File: src/rtl/aura16_pkg.sv
// Shared definitions for the aura16 EX stage: ALU opcodes, the mul/div
// sequencer op encoding and its state type.
package aura16_pkg;

  localparam int unsigned WIDTH_DEFAULT = 16;

  // ALU opcodes (3-bit alu_ctrl)
  localparam logic [2:0] ALU_ADD = 3'b000;
  localparam logic [2:0] ALU_SUB = 3'b001;
  localparam logic [2:0] ALU_AND = 3'b010;
  localparam logic [2:0] ALU_OR  = 3'b011;
  localparam logic [2:0] ALU_SLT = 3'b100;

  // Sequencer operation select
  localparam logic OP_MULU = 1'b0;
  localparam logic OP_DIVU = 1'b1;

  typedef enum logic [1:0] {
    ST_IDLE = 2'd0,
    ST_RUN  = 2'd1,
    ST_DONE = 2'd2
  } seq_state_e;

endpackage

File: src/rtl/alu_muldiv_sequencer.sv
// Multi-cycle unsigned MULU/DIVU sequencer that borrows the shared EX-stage
// ALU. One shift-add (MULU) or restoring-subtract (DIVU) step per RUN cycle;
// results land in HI/LO and are held until the next accepted start.
module alu_muldiv_sequencer
  import aura16_pkg::*;
#(
  parameter int unsigned WIDTH = WIDTH_DEFAULT
) (
  input  logic             clk,
  input  logic             rst_n,
  input  logic             start,
  input  logic             op,
  input  logic [WIDTH-1:0] operand_a,
  input  logic [WIDTH-1:0] operand_b,
  output logic             busy,
  output logic             done,
  output logic [WIDTH-1:0] hi,
  output logic [WIDTH-1:0] lo,
  output logic             div_by_zero,
  output logic [WIDTH-1:0] alu_a,
  output logic [WIDTH-1:0] alu_b,
  output logic [2:0]       alu_ctrl,
  input  logic [WIDTH-1:0] alu_result
);

  localparam int unsigned CW = $clog2(WIDTH);
  localparam logic [CW-1:0] LAST = CW'(WIDTH - 1);

  seq_state_e       state_q;
  logic [WIDTH-1:0] acc_q;   // product high half (MULU) / partial remainder (DIVU)
  logic [WIDTH-1:0] lo_q;    // multiplier shifting out / quotient shifting in
  logic [WIDTH-1:0] b_q;     // multiplicand (MULU) / divisor (DIVU)
  logic [CW-1:0]    cnt_q;
  logic             op_q;
  logic             dbz_q;

  logic [WIDTH-1:0] sh;
  logic             ovf;
  logic             carry;
  logic [WIDTH-1:0] acc_d;
  logic [WIDTH-1:0] lo_d;

  // One iteration of the active algorithm, using the ALU result for this cycle
  always_comb begin
    sh    = {acc_q[WIDTH-2:0], lo_q[WIDTH-1]};
    ovf   = acc_q[WIDTH-1];
    carry = (alu_result < acc_q);
    if (op_q == OP_MULU) begin
      if (lo_q[0]) begin
        acc_d = {carry, alu_result[WIDTH-1:1]};
        lo_d  = {alu_result[0], lo_q[WIDTH-1:1]};
      end else begin
        acc_d = {1'b0, acc_q[WIDTH-1:1]};
        lo_d  = {acc_q[0], lo_q[WIDTH-1:1]};
      end
    end else if (ovf || (sh >= b_q)) begin
      // ovf means the true shifted remainder has a 17th bit, so it always
      // exceeds the divisor and the wrapped ALU difference is exact.
      acc_d = alu_result;
      lo_d  = {lo_q[WIDTH-2:0], 1'b1};
    end else begin
      acc_d = sh;
      lo_d  = {lo_q[WIDTH-2:0], 1'b0};
    end
  end

  // ALU operand/control decode from registered state only (no start/operand path)
  always_comb begin
    alu_ctrl = ALU_ADD;
    alu_a    = '0;
    alu_b    = '0;
    if (state_q == ST_RUN) begin
      alu_b = b_q;
      if (op_q == OP_MULU) begin
        alu_a = acc_q;
      end else begin
        alu_ctrl = ALU_SUB;
        alu_a    = sh;
      end
    end
  end

  // Sequencer FSM, iteration counter and result registers
  always_ff @(posedge clk or negedge rst_n) begin
    if (!rst_n) begin
      state_q <= ST_IDLE;
      acc_q   <= '0;
      lo_q    <= '0;
      b_q     <= '0;
      cnt_q   <= '0;
      op_q    <= OP_MULU;
      dbz_q   <= 1'b0;
    end else begin
      unique case (state_q)
        ST_IDLE: begin
          if (start) begin
            op_q  <= op;
            cnt_q <= '0;
            if ((op == OP_DIVU) && (operand_b == '0)) begin
              acc_q   <= operand_a;
              lo_q    <= '1;
              b_q     <= '0;
              dbz_q   <= 1'b1;
              state_q <= ST_DONE;
            end else begin
              acc_q   <= '0;
              lo_q    <= (op == OP_DIVU) ? operand_a : operand_b;
              b_q     <= (op == OP_DIVU) ? operand_b : operand_a;
              dbz_q   <= 1'b0;
              state_q <= ST_RUN;
            end
          end
        end
        ST_RUN: begin
          acc_q <= acc_d;
          lo_q  <= lo_d;
          cnt_q <= cnt_q + CW'(1);
          if (cnt_q == LAST) state_q <= ST_DONE;
        end
        ST_DONE: state_q <= ST_IDLE;
        default: state_q <= ST_IDLE;
      endcase
    end
  end

  assign busy        = (state_q == ST_RUN);
  assign done        = (state_q == ST_DONE);
  assign hi          = acc_q;
  assign lo          = lo_q;
  assign div_by_zero = dbz_q;

endmodule

File: config.mk
export PLATFORM = sky130hd
export DESIGN_NAME = alu_muldiv_sequencer
export DESIGN_NICKNAME = d
export VERILOG_FILES = /design/src/rtl/aura16_pkg.sv /design/src/rtl/alu_muldiv_sequencer.sv
export SDC_FILE = /design/constraint.sdc
export NUM_CORES = 1
export LEC_CHECK = 0
export CORE_AREA = 5 5 106 108
export DETAILED_ROUTE_END_ITERATION = 10
export DIE_AREA = 0 0 111 113
export GPL_TIMING_DRIVEN = 0
export HOLD_SLACK_MARGIN = 0.12
export PLACE_DENSITY = 0.76
export SLEW_MARGIN = 10
export SYNTH_ARGS = -nofsm -noshare
export SYNTH_HDL_FRONTEND = slang
export SYNTH_SLANG_ARGS = --single-unit
File: constraint.sdc
create_clock -name clk -period 4.6 [get_ports clk]
set_input_delay 0.92 -clock clk [delete_from_list [all_inputs] [get_ports clk]]
set_output_delay 0.92 -clock clk [all_outputs]
set_load 0.005 [all_outputs]
# == After elaboration in Yosys (flattened, before gate mapping) ==
# Index checks and enable logic that the tools add are counted.
# classes
n_lt_le_gt_ge,2
n_addsub,1
eq_ne,5
n_mux,27
reduce_logical,8
# op_table
operator,n
16-bit 2-to-1 mux,15
16-bit case mux with 2 select lines,2
16-bit >= comparator,1
16-bit logical NOT,1
16-bit < comparator,1
4-bit case mux with 2 select lines,1
2-bit 2-to-1 mux,3
2-bit AND reduction,3
"4-bit by 1-bit adder with 4-bit output, second input constant",1
"4-bit equality test, second input constant",1
1-bit 2-to-1 mux,4
4-bit 2-to-1 mux,1
2-bit case mux with 2 select lines,1
"2-bit by 1-bit equality test with 1-bit output, second input constant",1
"2-bit equality test, second input constant",1
2-bit logical NOT,1
"2-bit by 1-bit inequality test with 1-bit output, second input constant",1
"2-bit inequality test, second input constant",1
2-bit nonzero test,1
1-bit logical AND,1
1-bit logical OR,1
# word_totals
in_bits,52
output_inout_bits,70
wordCells,50
register_bits,56

# == Longest topological paths before layout ==
# depth
ltp_word,5
depth_mapped,9

# == Worst setup path after synthesis ==
# Ideal clock, no wire load.
# synth_path
path_type,register -> output
startpoint,register state_q[0]
endpoint,output alu_a[10]
slack_ns,2.250
arrival_time_ns,1.430
stages_incl_launch_ff,6
required_ns,3.680
cell_sequence,dfrtp_1 nand2b_1 clkbuf_1 buf_1 buf_1 nor2_1
# synth_via
elab_chain_cells,2
# synth_lines
element,line_no,rtl
from (decl),alu_muldiv_sequencer.sv:29,seq_state_e state_q;
from (signal assigned),alu_muldiv_sequencer.sv:86,state_q <= ST_IDLE;
from (signal assigned),alu_muldiv_sequencer.sv:104,state_q <= ST_DONE;
from (signal assigned),alu_muldiv_sequencer.sv:110,state_q <= ST_RUN;
2-bit by 1-bit equality test with 1-bit output,alu_muldiv_sequencer.sv:72,if (state_q == ST_RUN) begin
16-bit 2-to-1 mux,alu_muldiv_sequencer.sv:72,
to (decl),alu_muldiv_sequencer.sv:20,"output logic [WIDTH-1:0] alu_a,"
# No other way between the ends.

# == Worst setup path in the final report ==
# layout_path
startpoint,register state_q[0]
endpoint,output alu_a[12]
# The elaborated chain is that of the path after synthesis.

==> impl_metrics.env <==
export IMPL_areaGrowthSynthToFinish_pct=32.2
export IMPL_clkSinkCount=56
export IMPL_initial_core_util=0.440
export IMPL_synth_mux_area_frac=0.177
export IMPL_wire_per_inst_um=19.3
export IMPL_synth_xor_area_share=0
export IMPL_rsz0062_at_grt="no"
export IMPL_insertion_delay_ps=320
export IMPL_setup_viol=0
export IMPL_die_width_um=111
export IMPL_slowest_delay_ps=510
export IMPL_nets=741
export IMPL_antenna_found_initial=0
export IMPL_synth_seq_cells=56
export IMPL_globalplace_congestion=0.914
export IMPL_finClkSkew_ps=10.7
export IMPL_hold_ws_ps=488
export IMPL_hold_start="b_q[15]"
export IMPL_synth_simple_area_share=0.141
export IMPL_cts_setup_buffers=0
export IMPL_synth_distinct_cells=47
export IMPL_die_area_um2=12500
export IMPL_cts_buffer_depth=2
export IMPL_cts_hold_buf=0
export IMPL_drc=0
export IMPL_coreArea_um2=10100
export IMPL_grt_start_max_net_pins=57
export IMPL_outcome="finished, final reports clean"
export IMPL_htreeDepth=2
export IMPL_fmax_mhz=275
export IMPL_worstPathCellList="nand2b_1, clkbuf_1, buf_1, buf_1, nor2_1, clkdlybuf4s50_1"
export IMPL_drtAntennaViolNets=0
export IMPL_netlist_area_um2=4460
export IMPL_leakage_nw=2.57
export IMPL_drive_above_1_share=0.0623
export IMPL_synth_fa_ha_area_frac=0.0898
export IMPL_ctsResizeCount=0
export IMPL_worst_pin_slew_ps=728
export IMPL_ys_warn_count=0
export IMPL_cp_arrival_ps=2720
export IMPL_maxCapViolCount=0
export IMPL_cts_buffers=5
export IMPL_cp_endpoint="alu_a[12]"
export IMPL_diodes=0
export IMPL_crit_start="state_q[0]"
export IMPL_period_needed_ps=3640
export IMPL_tns_ps=0
export IMPL_path_common_cell="buf_1"
export IMPL_grt_pass1_wl_um=24300
export IMPL_min_path_type="reg -> reg"
export IMPL_grt_overflow=0
export IMPL_fp_row_count=37
export IMPL_vias_per_cell=5.76
export IMPL_crit_type="reg -> out"
export IMPL_io_buffer_count=118
export IMPL_cts_tree="built"
export IMPL_worstSetupEndpointType="output pin"
export IMPL_synth_compound_area_share=0.208
export IMPL_synthCells=531
export IMPL_finalPower_w=0.00390
export IMPL_syn_area_per_cell_um2=8.40
export IMPL_synth_top_family_by_area="compound AO/OA/AOI/OAI gates"
export IMPL_slew_viol_final=0
export IMPL_worst_ep_required_time_ps=3680
export IMPL_setup_slack_ps=958
export IMPL_finalHoldViolCount=0
export IMPL_drt_iter0_drc=288
export IMPL_fin_util=0.582
export IMPL_peakVddDrop_mv=0.361
export IMPL_finalCritPeriodShare=0.792
export IMPL_r2r_cells=9
export IMPL_startpoint_type="flip-flop"
export IMPL_r2r_start="lo[15]"
export IMPL_chipHeight_um=113
export IMPL_dp_hpwl_um=11800
export IMPL_crit_fanout=10
export IMPL_r2r_end="hi[6]"
export IMPL_routed_via_count=4574
export IMPL_r2r_setup_slack_ps=1960
export IMPL_slew_headroom=0.515
export IMPL_layout_common_cells="clkdlybuf4s50_1, nand2_1, mux2i_1"
export IMPL_clkTransAtPathRegs_ps=100
export IMPL_grt_pass1_vias=4697
export IMPL_p_per_area_nw_per_um2=662
export IMPL_final_common_cell="clkdlybuf4s50_1"
export IMPL_yosysSeqAreaShare=0.314
export IMPL_dpl_worst_slack_ps=1320
export IMPL_grt_usage=0.236
export IMPL_first_pass_iters=8
export IMPL_slowest_stage="buf_1"
export IMPL_io_pins=122
export IMPL_wl_um=15400
export IMPL_cts_root_buf="clkbuf_8"
==> worst min path at each step <==
stage	to	slack, ps	cells after the start
final	b_q[15]	490	2
after global routing	b_q[15]	510	2
after CTS	b_q[15]	500	2
after detailed placement	b_q[15]	470	2
after global placement	b_q[9]	460	2
after floorplan	state_q[1]	440	1
==> logic make-up (layout without fill, tap and decap cells) <==
family	count (synthesis)	after routing
AO/OA/AOI/OAI	148	148
AND/OR/NAND/NOR	144	144
multiplexers	77	77
buffers and inverters	73	199
flip-flops	56	56
adder cells (fa/ha/maj)	32	32
other	1	2
==> synth_stat cells (all sizes together) <==
cell type  count  area, um^2
nand4b         1        8.76
nand3b         1        7.51
nand2         76         285
nand4          2        12.5
conb           1        3.75
inv           33         124
nor2          38         143
buf           22         119
clkbuf        18        67.6
a2111oi        2        36.3
a41oi          1        8.76
or3            2        12.5
dfrtp         56        1400
ha            32         400
and4           1        8.76
o22ai         13        81.3
mux2          12         139
o221ai         4        35.0
nor3           3        20.0
a222oi        15         150
nor4           1        6.26
nor2b          7        43.8
a21o           1        7.51
nor3b          1        7.51
o21ai         73         380
nand2b         2        12.5
nor4b          1        8.76
and2           3        18.8
a211o          1        8.76
a21oi         31         163
nand3          1        5.00
and3           3        18.8
mux2i         65         651
a22o           2        17.5
or4            1        7.51
a211oi         3        22.5
o21bai         2        15.0
==> critical path, delay by kind of cell (launching register included) <==
| kind | cells | cell delay (ps) |
|---|---|---|
| flip-flops | 1 | 450 |
| AND/OR/NAND/NOR | 2 | 240 |
| buffers and inverters | 4 | 1710 |
==> flip-flops by register name, indices dropped and copies added, names as in the netlist <==
signal / count
b_q: 16
cnt_q: 4
div_by_zero: 1
hi: 16
lo: 16
op_q: 1
state_q: 2
==> metrics by stage <==
step | std cells | cell area [um^2]
floorplan | 532 | 4460
global placement | 786 | 5810
detailed placement | 786 | 5810
CTS | 794 | 5900
global route | 794 | 5900
finish | 794 | 5900
==> where the power goes <==
part,switching [W],leakage (nW),total (W),internal (W)
Combinational,0.00130,1.84,0.00262,0.00132
Sequential,0.000273,0.690,0.000997,0.000724
Clock,0.000175,0.0424,0.000284,0.000110
==> metal layers <==
metal | global-route usage | wire, um | part of all wire
met5 | 0 | 0 | 0
met3 | 0.0481 | 1250 | 0.081
met4 | 0.0895 | 414 | 0.027
met1 | 0.303 | 6380 | 0.42
met2 | 0.394 | 7320 | 0.48
==> final cells by class <==
type                    instances  area, um^2
clock buffers                   7        76.3
plain buffers                  40         186
flip-flops and latches         56        1400
well taps                     136         170
fillers                       907        4240
inverters                      33         124
multi-input cells             403        2750
clock inverters                 1        8.76
repair buffers                118        1180
No activity file was read; power rests on OpenSTA's default activity.
